## config.mk

```make
export PLATFORM = sky130hd
export DESIGN_NAME = ethernet_stats_counters_flat
export DESIGN_NICKNAME = d
export VERILOG_FILES = /design/src/rtl/ethernet_stats_counters_if.sv /design/src/rtl/ethernet_stats_counters.sv /design/src/flat_wrapper.sv
export SDC_FILE = /design/constraint.sdc
export NUM_CORES = 1
export LEC_CHECK = 0
export ABC_AREA = 1
export BUFFER_PORTS_ARGS = -buffer_cell sky130_fd_sc_hd__buf_2
export CAP_MARGIN = 20
export CORE_MARGIN = 10
export CORE_UTILIZATION = 32
export CTS_CLUSTER_DIAMETER = 100
export DETAILED_ROUTE_END_ITERATION = 6
export PLACE_DENSITY = 0.57
export SLEW_MARGIN = 40
export SYNTH_ARGS = -nofsm -noshare
export SYNTH_HDL_FRONTEND = slang
export SYNTH_SLANG_ARGS = --single-unit
```

## constraint.sdc

```tcl
create_clock -name clock125 -period 21.7 [get_ports clock125]
set_clock_uncertainty 0.1 [all_clocks]
set_input_delay 4.34 -clock clock125 [delete_from_list [all_inputs] [get_ports clock125]]
set_output_delay 4.34 -clock clock125 [all_outputs]
set_load 0.05 [all_outputs]
```

## src/rtl/ethernet_stats_counters_if.sv

```systemverilog
// ---------------------------------------------------------------------------
// ethernet_stats_counters_if
// Bus bundle between the MAC-status statistics block and its user.
//   event_in      : per-event single-cycle status pulses
//   clear_all     : synchronous clear of all counters and overflow flags
//   rd_en/rd_addr : read request strobe and address
//   rd_data       : read result, qualified by rd_valid
//   overflow      : sticky per-counter overflow/saturation flags
//   activity_led  : stretched activity indicator
// master = block user (MAC wrapper / MMIO side), slave = statistics block.
// ---------------------------------------------------------------------------
interface ethernet_stats_counters_if #(
   parameter int unsigned NUM_EVENTS    = 9,
   parameter int unsigned COUNTER_WIDTH = 32,
   parameter int unsigned ADDR_WIDTH    = 4
);
   logic [NUM_EVENTS-1:0]    event_in;
   logic                     clear_all;
   logic                     rd_en;
   logic [ADDR_WIDTH-1:0]    rd_addr;
   logic [COUNTER_WIDTH-1:0] rd_data;
   logic                     rd_valid;
   logic [NUM_EVENTS-1:0]    overflow;
   logic                     activity_led;

   modport master (
      output event_in, clear_all, rd_en, rd_addr,
      input  rd_data, rd_valid, overflow, activity_led
   );

   modport slave (
      input  event_in, clear_all, rd_en, rd_addr,
      output rd_data, rd_valid, overflow, activity_led
   );
endinterface

```

## src/rtl/ethernet_stats_counters.sv

```systemverilog
// ---------------------------------------------------------------------------
// ethernet_stats_counters
// Accumulates MAC status pulses into per-event counters, exposes them through
// a 1-cycle-latency addressed read port (optional clear-on-read), keeps
// sticky overflow flags and drives a pulse-stretched activity LED.
// Ports:
//   clock125 : block clock (125 MHz MAC domain)
//   reset    : asynchronous active-high reset
//   bus      : ethernet_stats_counters_if.slave (events, clear, read port,
//              overflow flags, activity LED)
// ---------------------------------------------------------------------------
module ethernet_stats_counters #(
   parameter int unsigned NUM_EVENTS    = 9,
   parameter int unsigned COUNTER_WIDTH = 32,
   parameter int unsigned ADDR_WIDTH    = 4,
   parameter bit          SATURATE      = 1'b1,
   parameter bit          CLEAR_ON_READ = 1'b0,
   parameter logic [31:0] LED_MASK      = 32'h0000_0104,
   parameter int unsigned LED_STRETCH   = 6250000
) (
   input  logic                    clock125,
   input  logic                    reset,
   ethernet_stats_counters_if.slave bus
);

   localparam int unsigned             STRETCH_W = $clog2(LED_STRETCH + 1);
   localparam logic [COUNTER_WIDTH-1:0] CNT_MAX  = '1;
   localparam logic [NUM_EVENTS-1:0]    EV_MASK  = LED_MASK[NUM_EVENTS-1:0];
   localparam logic [ADDR_WIDTH-1:0]    OVF_ADDR = ADDR_WIDTH'(NUM_EVENTS);

   logic [COUNTER_WIDTH-1:0] r_cnt      [NUM_EVENTS];
   logic [COUNTER_WIDTH-1:0] w_cnt_next [NUM_EVENTS];
   logic [NUM_EVENTS-1:0]    r_ovf;
   logic [NUM_EVENTS-1:0]    w_ovf_next;
   logic [NUM_EVENTS-1:0]    w_ovf_set;
   logic                     w_ovf_rd_clr;
   logic [COUNTER_WIDTH-1:0] r_rd_data;
   logic [COUNTER_WIDTH-1:0] w_rd_mux;
   logic                     r_rd_valid;
   logic [STRETCH_W-1:0]     r_stretch;
   logic [STRETCH_W-1:0]     w_stretch_next;
   logic                     r_led;

   // Counter update: load (clear_all / clear-on-read), then increment, then
   // saturate or wrap. Loading to zero before the increment keeps a same-cycle
   // event, so a cleared counter with an event lands on 1.
   always_comb begin
      w_ovf_set = '0;
      for (int i = 0; i < NUM_EVENTS; i++) begin
         w_cnt_next[i] = r_cnt[i];
         if (bus.clear_all ||
             (CLEAR_ON_READ && bus.rd_en && (bus.rd_addr == ADDR_WIDTH'(i)))) begin
            w_cnt_next[i] = '0;
         end
         if (bus.event_in[i]) begin
            if (w_cnt_next[i] == CNT_MAX) begin
               w_ovf_set[i]  = 1'b1;
               w_cnt_next[i] = SATURATE ? CNT_MAX : '0;
            end else begin
               w_cnt_next[i] = w_cnt_next[i] + COUNTER_WIDTH'(1);
            end
         end
      end
   end

   // Sticky overflow flags; a clearing read of the flag vector keeps bits
   // that are being set in the same cycle.
   always_comb begin
      w_ovf_rd_clr = CLEAR_ON_READ && bus.rd_en && (bus.rd_addr == OVF_ADDR);
      if (bus.clear_all) begin
         w_ovf_next = '0;
      end else if (w_ovf_rd_clr) begin
         w_ovf_next = w_ovf_set;
      end else begin
         w_ovf_next = r_ovf | w_ovf_set;
      end
   end

   // Read decode on pre-update register values; reserved addresses read 0.
   always_comb begin
      w_rd_mux = '0;
      for (int i = 0; i < NUM_EVENTS; i++) begin
         if (bus.rd_addr == ADDR_WIDTH'(i)) begin
            w_rd_mux = r_cnt[i];
         end
      end
      if (bus.rd_addr == OVF_ADDR) begin
         w_rd_mux = COUNTER_WIDTH'(r_ovf);
      end
   end

   // LED stretch: reload on any masked event, otherwise count down to 0.
   always_comb begin
      w_stretch_next = r_stretch;
      if (|(bus.event_in & EV_MASK)) begin
         w_stretch_next = STRETCH_W'(LED_STRETCH);
      end else if (r_stretch != '0) begin
         w_stretch_next = r_stretch - STRETCH_W'(1);
      end
   end

   // State registers. The LED register samples the next stretch value so the
   // LED rises one cycle after the event and stays on LED_STRETCH cycles.
   always_ff @(posedge clock125 or posedge reset) begin
      if (reset) begin
         for (int i = 0; i < NUM_EVENTS; i++) begin
            r_cnt[i] <= '0;
         end
         r_ovf      <= '0;
         r_rd_data  <= '0;
         r_rd_valid <= 1'b0;
         r_stretch  <= '0;
         r_led      <= 1'b0;
      end else begin
         for (int i = 0; i < NUM_EVENTS; i++) begin
            r_cnt[i] <= w_cnt_next[i];
         end
         r_ovf      <= w_ovf_next;
         r_rd_valid <= bus.rd_en;
         if (bus.rd_en) begin
            r_rd_data <= w_rd_mux;
         end
         r_stretch  <= w_stretch_next;
         r_led      <= (w_stretch_next != '0);
      end
   end

   assign bus.rd_data      = r_rd_data;
   assign bus.rd_valid     = r_rd_valid;
   assign bus.overflow     = r_ovf;
   assign bus.activity_led = r_led;

endmodule

```

## src/flat_wrapper.sv

```systemverilog
// flat-port wrapper written by rule: the top's interface ports become plain ports
module ethernet_stats_counters_flat 
#(
   parameter int unsigned NUM_EVENTS    = 9,
   parameter int unsigned COUNTER_WIDTH = 32,
   parameter int unsigned ADDR_WIDTH    = 4,
   parameter bit          SATURATE      = 1'b1,
   parameter bit          CLEAR_ON_READ = 1'b0,
   parameter logic [31:0] LED_MASK      = 32'h0000_0104,
   parameter int unsigned LED_STRETCH   = 6250000
)
  (clock125, reset, bus_event_in, bus_clear_all, bus_rd_en, bus_rd_addr, bus_rd_data, bus_rd_valid, bus_overflow, bus_activity_led);
  ethernet_stats_counters_if #(.NUM_EVENTS(NUM_EVENTS), .COUNTER_WIDTH(COUNTER_WIDTH), .ADDR_WIDTH(ADDR_WIDTH)) bus_i ();
  input  logic clock125;
  input  logic reset;
  input wire logic [$bits(bus_i.event_in)-1:0] bus_event_in;
  input wire logic [$bits(bus_i.clear_all)-1:0] bus_clear_all;
  input wire logic [$bits(bus_i.rd_en)-1:0] bus_rd_en;
  input wire logic [$bits(bus_i.rd_addr)-1:0] bus_rd_addr;
  output wire logic [$bits(bus_i.rd_data)-1:0] bus_rd_data;
  output wire logic [$bits(bus_i.rd_valid)-1:0] bus_rd_valid;
  output wire logic [$bits(bus_i.overflow)-1:0] bus_overflow;
  output wire logic [$bits(bus_i.activity_led)-1:0] bus_activity_led;
  assign bus_i.event_in = bus_event_in;
  assign bus_i.clear_all = bus_clear_all;
  assign bus_i.rd_en = bus_rd_en;
  assign bus_i.rd_addr = bus_rd_addr;
  assign bus_rd_data = bus_i.rd_data;
  assign bus_rd_valid = bus_i.rd_valid;
  assign bus_overflow = bus_i.overflow;
  assign bus_activity_led = bus_i.activity_led;
  ethernet_stats_counters #(.NUM_EVENTS(NUM_EVENTS), .COUNTER_WIDTH(COUNTER_WIDTH), .ADDR_WIDTH(ADDR_WIDTH), .SATURATE(SATURATE), .CLEAR_ON_READ(CLEAR_ON_READ), .LED_MASK(LED_MASK), .LED_STRETCH(LED_STRETCH)) u_core (.clock125(clock125), .reset(reset), .bus(bus_i));
endmodule
```

==> results by group, run 1 <==
Worst setup path
  – WS Path Type: in -> reg
  – Worst path slowest cell: buf_4
  – Worst EP required: 22.10 ns
  – Setup crit start kind: primary input
  – Max FO, Critical Path: 111
  – Crit-path max cell delay: 0.73 ns
  – Reg2reg path depth: 13
  – CP Cell Sequence: clkbuf_8, inv_8, buf_4, buf_4, nand2_1, nor2_2, nand2_1, nor2_1, nand3_1, inv_1, nand4_2, a21boi_1, o21ai_0
  – Setup crit end kind: register
  – Crit path DAT: 8.65 ns

Drt
  – Post-route DRC: 0
  – Vias per cell: 5.12
  – DRT iter0 DRCs: 2234
  – Drt first pass iters: 5
  – Total wire length: 88900 um
  – ANT nets after route: 0
  – WL per Instance: 18.1 um
  – DR vias: 25200

Place
  – Port buffer count: 59
  – HPWL reported at the end of detailed placement: 67100 um
  – Routability Congestion: 0.950
  – Post-Place Cell Area: 26300 um^2

Pwr
  – Worst IR drop on VDD: 0.0512 mV
  – P_leak: 12.2 nW
  – P per Cell Area: 56.2 nW/um^2
  – Clock Power Share: 50.3%
  – Reg power frac: 43.2%
  – Sw Ratio: 26.7%
  – Psw: 418 uW
  – Comb power frac: 6.6%
  – Internal power: 1.15 mW

GRT
  – Vias in the first global route: 23900
  – Initial antenna violation count: 3
  – First-pass GRT wire length: 138000 um
  – All-Layer GR Usage: 19.2%
  – Total congestion overflow: 0
  – Largest net degree at the start of global routing: 112

Synth
  – Post-synth top area cell: dfrtp_1
  – Top FF cell, synth: dfrtp_1
  – Average cell area after synthesis: 6.55 um^2
  – Cell variety after synth: 47
  – Synth Warn #: 0
  – Syn_nets: 3856
  – Post-synth top area share: 35.3%
  – Post-synthesis cell area: 25100 um^2
  – Post-synthesis register bit count: 354
  – Commonest cells post-synth: nand2_1, nor2_1, inv_1
  – Cell with the most instances after synthesis: nand2_1
  – Post-Syn Instances: 3828
  – Register area share after synthesis: 35.3%
  – Dominant cells by area after synthesis: dfrtp_1, nand2_1, nor2_1, nand3_1, inv_1
  – Number of synthesized flops with an enable pin: 0
  – Async set or reset register ratio after synthesis: 100%

Floorplan
  – Die ar.: 90000 um^2
  – FP Rows: 102
  – Die Span Y: 300 um
  – I/O pins: 60
  – Die X-Extent: 300 um
  – Core Area: 77600 um^2
  – Starting Density: 32.3%

Layout
  – Layout area overhead: 11.2%
  – Share of cells above drive strength 1: 8.85%
  – # diodes: 0
  – Layout net count: 3867
  – Final Util: 36.0%
  – Area occupied by multi-input gates: 13900 um^2
  – Filler instances: 8616
  – Post-Layout Inst Area: 27900 um^2
  – FF/Latch Area: 8860 um^2

Clock network
  – # H-tree levels: 2
  – PostCTS Resize Cnt: 0
  – Skew-Pair Late Insertion Delay: 0.60 ns
  – CTS root buf: clkbuf_16
  – Reg clk slew, reported paths: 0.06 ns
  – CTS tree: built
  – Hold buffers post-CTS: 0
  – CTS Buffer Depth: 3
  – Postcts setup bufs: 0
  – CTS sink count: 354
  – CTS buffer count: 46

Timing
  – Max transition margin: 38.1%
  – Tmin final: 8.25 ns
  – RSZ-0062 raised after global routing: false
  – Max Freq: 121 MHz
  – Worst slew pin tran: 0.920 ns
  – Sum Neg Setup Slack: 0 ns
  – Fin crit share: 38.0%
  – Slew Viols, Final: 0
  – Final hold violation count: 0
  – # setup viols final: 0

Hold path
  – HP Class: reg -> reg
  – Hold depth: 2

Run
  – Max Cap Viol: 0

Status
  – Outcome: complete, no violations
[critical path: cells and delay by family]
kind | cells | cell delay [ns]
simple gates | 6 | 1.26
compound gates | 2 | 0.40
buf+inv | 5 | 2.53
[flip-flops by register name, indices dropped and copies added, names as in the netlist]
name	cells
u_core.bus.rd_valid	1
u_core.r_stretch	23
u_core.bus.activity_led	1
u_core.bus.overflow	9
u_core.bus.rd_data	32
u_core.r_cnt	288
[per-layer routing]
metal | up-vias | track usage [%] | wire [um]
li1 | 12400 | - | -
met1 | 11900 | 27.0 | 41100
met2 | 730 | 29.8 | 39300
met3 | 134 | 2.65 | 5360
met4 | 4 | 6.80 | 3120
met5 | - | 0 | 27
[power groups by stage]
stage / logic (mW) / clock network [mW] / registers (mW)
3_5_place_dp: 0.102 / 0 / 0.687
2_1_floorplan: 0.0615 / 0 / 0.697
5_1_grt: 0.113 / 0.827 / 0.676
3_3_place_gp: 0.102 / 0 / 0.688
6_report: 0.103 / 0.788 / 0.676
4_1_cts: 0.103 / 0.804 / 0.676
[cells by family after synthesis]
logic type / Yosys count / share of synthesized area [%]
AO/OA/AOI/OAI: 406 / 8.69
buffers and inverters: 583 / 9.48
adder cells (fa/ha/maj): 11 / 0.549
flip-flops: 354 / 35.3
AND/OR/NAND/NOR: 2384 / 42.8
XOR/XNOR: 90 / 3.14
[final timing paths]
check	from	endpoint	slack [ns]
hold / removal	u_core.bus.rd_data[25]$_DFFE_PP0P_	u_core.bus.rd_data[25]$_DFFE_PP0P_	0.38
max in group asynchronous	reset	u_core.r_cnt[17]$_DFF_PP0_	16.51
setup / recovery	bus_clear_all	u_core.r_cnt[47]$_DFF_PP0_	13.45
min in group asynchronous	reset	u_core.r_cnt[280]$_DFF_PP0_	3.73
setup reg to reg	u_core.r_cnt[97]$_DFF_PP0_	u_core.bus.overflow[5]$_DFF_PP0_	18.63
hold reg to reg	u_core.bus.rd_data[25]$_DFFE_PP0P_	u_core.bus.rd_data[25]$_DFFE_PP0P_	0.38
[layout make-up]
type / count / area share, %
Multi-Input combinational cell: 2891 / 50.0
Sequential cell: 354 / 31.8
Inverter: 469 / 6.36
Tap cell: 1040 / 4.66
Clock buffer: 58 / 4.65
Timing Repair Buffer: 77 / 1.67
Clock inverter: 27 / 0.928
[layout by cell type (no fill, tap or decap), types with 23 or more instances in the layout]
master     Yosys  routed
xor2_1        51      51
buf_2         23      58
inv_1        456     453
nor2_2        37      37
clkbuf_16      0      47
a21oi_1       70      70
or2_2         36      37
o22ai_1       23      23
nor3_1        87      85
nor2_1       583     583
dfrtp_1      354     354
nand2_1     1003    1000
nand4_1       83      83
o21ai_0      225     225
nand3_1      400     398
xnor2_1       39      39
o21ai_1       43      43
nor3_2        24      25
nand3b_1      38      38
[through the flow]
step | std cells | setup WS, ns | power (mW) | hold WS, ns
floorplan | 3828 | 7.44 | 0.758 | 0.357
CTS | 4915 | 13.48 | 1.58 | 0.382
detailed placement | 4830 | 12.83 | 0.790 | 0.362
global route | 4916 | 13.09 | 1.62 | 0.400
global placement | 4827 | 12.92 | 0.789 | 0.361
finish | 4916 | 13.45 | 1.57 | 0.379
No activity file was read; power rests on OpenSTA's default activity.
==> run 2, diff against run 1 <==
--- a/config.mk
+++ b/config.mk
@@ -5,14 +5,14 @@
 export SDC_FILE = /design/constraint.sdc
 export NUM_CORES = 1
 export LEC_CHECK = 0
-export ABC_AREA = 1
+export ABC_AREA = 0
 export BUFFER_PORTS_ARGS = -buffer_cell sky130_fd_sc_hd__buf_2
 export CAP_MARGIN = 20
 export CORE_MARGIN = 10
 export CORE_UTILIZATION = 32
 export CTS_CLUSTER_DIAMETER = 100
 export DETAILED_ROUTE_END_ITERATION = 6
-export PLACE_DENSITY = 0.57
+export PLACE_DENSITY = 0.59
 export SLEW_MARGIN = 40
 export SYNTH_ARGS = -nofsm -noshare
 export SYNTH_HDL_FRONTEND = slang
==> constraint.sdc (replaced) <==
create_clock -name clock125 -period 7.4 [get_ports clock125]
set_clock_uncertainty 0.1 [all_clocks]
set_input_delay 1.48 -clock clock125 [delete_from_list [all_inputs] [get_ports clock125]]
set_output_delay 1.48 -clock clock125 [all_outputs]
set_load 0.05 [all_outputs]
==> results by group, run 2 <==
Status
  – Outcome: complete, no violations

Clock network
  – # H-tree levels: 2
  – Postcts setup bufs: 0
  – Reg clk slew, reported paths: 0.06 ns
  – CTS tree: built
  – CTS buffer count: 42
  – CTS sink count: 354
  – Hold buffers post-CTS: 0
  – PostCTS Resize Cnt: 0
  – Skew-Pair Late Insertion Delay: 0.59 ns
  – CTS Buffer Depth: 3
  – CTS root buf: clkbuf_16

Place
  – Port buffer count: 59
  – Routability Congestion: 0.940
  – HPWL reported at the end of detailed placement: 45000 um
  – Post-Place Cell Area: 21000 um^2

Timing
  – Tmin final: 4.32 ns
  – Fin crit share: 58.4%
  – Worst slew pin tran: 0.805 ns
  – Sum Neg Setup Slack: 0 ns
  – # setup viols final: 0
  – WHS: 0.403 ns
  – RSZ-0062 raised after global routing: false
  – Slew Viols, Final: 0
  – Max transition margin: 46.4%
  – Final hold violation count: 0
  – Max Freq: 231 MHz

Drt
  – WL per Instance: 20.5 um
  – DR top layer: met5
  – Post-route DRC: 0
  – Drt first pass iters: 5
  – ANT nets after route: 0
  – Routed length on met2: 27500 um
  – WL met1: 27400 um
  – Vias per cell: 5.50
  – DR WL met3: 5350 um
  – DRT iter0 DRCs: 1940
  – DR vias: 16800
  – Total wire length: 62700 um

Floorplan
  – I/O pins: 60
  – Die Span Y: 269 um
  – Core Area: 61600 um^2
  – Die X-Extent: 269 um
  – Starting Density: 32.2%
  – Die ar.: 72400 um^2
  – FP Rows: 91

Worst setup path
  – Crit path depth: 11
  – Max FO, Critical Path: 179
  – WS Path Type: in -> reg
  – Setup crit start kind: primary input
  – CP top delay family: simple AND/OR/NAND/NOR gates
  – Crit path DAT: 4.74 ns
  – RR Endpoint: u_core.bus.activity_led$_DFF_PP0_
  – Reg2reg path depth: 9
  – CP Cell Sequence: clkbuf_8, buf_12, nor2b_1, ha_1, nand4_1, or4_1, or4_1, nor4_1, nand4_1, xor2_1, o21ai_0
  – Worst EP required: 7.81 ns
  – Worst path slowest cell: or4_1
  – Crit-path max cell delay: 0.60 ns
  – FF-to-FF Start: u_core.r_stretch[0]$_DFF_PP0_
  – Crit path buf inv count: 2
  – Reg2reg setup slack: 3.94 ns
  – Setup crit end kind: register

Layout
  – Number of flip-flops under the largest register name: 288
  – Layout area overhead: 13.3%
  – Layout net count: 2210
  – Share of cells above drive strength 1: 9.21%
  – Most frequent cells in the layout: dfrtp_1, nand2_1, o21ai_0
  – Post-Layout Inst Area: 22500 um^2
  – Most common cell after layout, fill and taps aside: dfrtp_1
  – Reg with most FFs: u_core.r_cnt

GRT
  – First-pass GRT wire length: 96600 um
  – Initial antenna violation count: 4
  – Largest net degree at the start of global routing: 180
  – Vias in the first global route: 16000
  – Total congestion overflow: 0
  – All-Layer GR Usage: 17.1%

Synth
  – Dominant cells by area after synthesis: dfrtp_1, xnor2_1, o21ai_0, nand2_1, xor2_1
  – Post-synthesis cell area: 19900 um^2
  – Commonest cells post-synth: dfrtp_1, nand2_1, o21ai_0
  – Post-synth top area cell: dfrtp_1
  – Post-Syn Instances: 2182
  – Average cell area after synthesis: 9.10 um^2
  – Number of synthesized flops with an enable pin: 0
  – Post-synthesis register bit count: 354
  – Top FF cell, synth: dfrtp_1
  – Cell with the most instances after synthesis: dfrtp_1
  – Synth Warn #: 0
  – Syn_nets: 2210
  – Register area share after synthesis: 44.6%
  – Post-synth top area share: 44.6%
  – Async set or reset register ratio after synthesis: 100%
  – Cell variety after synth: 65

Run
  – Max Cap Viol: 0

Pwr
  – P_leak: 9.42 nW
  – Final Power: 4.48 mW
  – Worst IR drop on VDD: 0.119 mV
  – P per Cell Area: 199 nW/um^2

Hold path
  – Hold depth: 1
  – HP Start: u_core.bus.rd_data[26]$_DFFE_PP0P_
  – HP Class: reg -> reg
  – WHS Endpoint: u_core.bus.rd_data[26]$_DFFE_PP0P_
==> run 2: how the worst max path moves through the flow <==
stage | end | slack, ns | startpoint
6_report | u_core.r_cnt[30]$_DFF_PP0_ | 3.08 | bus_clear_all
5_1_grt | u_core.r_cnt[30]$_DFF_PP0_ | 2.85 | bus_clear_all
4_1_cts | u_core.r_cnt[29]$_DFF_PP0_ | 3.10 | bus_clear_all
3_5_place_dp | u_core.r_cnt[29]$_DFF_PP0_ | 2.47 | bus_clear_all
3_3_place_gp | u_core.r_cnt[285]$_DFF_PP0_ | 2.55 | bus_clear_all
2_1_floorplan | u_core.bus.activity_led$_DFF_PP0_ | 1.08 | reset
==> run 2: layout make-up <==
cell class	count	area [um^2]
multi-input combinational	1667	10500
timing repair buffer	73	482
clock inverter	19	229
tap	837	1050
clock buffer	57	1200
sequential	354	8860
fill	6190	39100
inverter	44	169
antenna	2	5.00
==> run 2: cells by family after synthesis <==
kind of cell               Yosys count  synth area share, %
DFF                                354                 44.6
and+or+nand+nor                    953                 25.0
AOI/OAI and AO/OA                  393                 11.9
adders and majority gates           11                0.693
muxes                               52                 3.32
xor gates and xnor gates           258                 11.4
buffers and inverters              161                 3.09
==> run 2: per-stage QoR <==
step	std cells	util (%)	setup WS [ns]
final	3053	36.5	3.08
after floorplan	2182	-	1.08
after global routing	3052	36.5	2.85
after CTS	3050	36.4	3.10
after global placement	2973	34.0	2.55
after detailed placement	2974	34.1	2.47
==> run 2: power breakdown <==
group | leakage, nW | total, mW | switching, mW | internal [mW]
sequential | 4.79 | 2.01 | 0.0393 | 1.97
combinational | 3.92 | 0.303 | 0.222 | 0.0811
clock | 0.700 | 2.17 | 0.884 | 1.28
==> run 2: metal layers <==
layer	vias to the layer above	track usage (%)
li1	7674	-
met1	8417	23.3
met2	601	25.6
met3	108	3.98
met4	2	7.20
met5	-	0
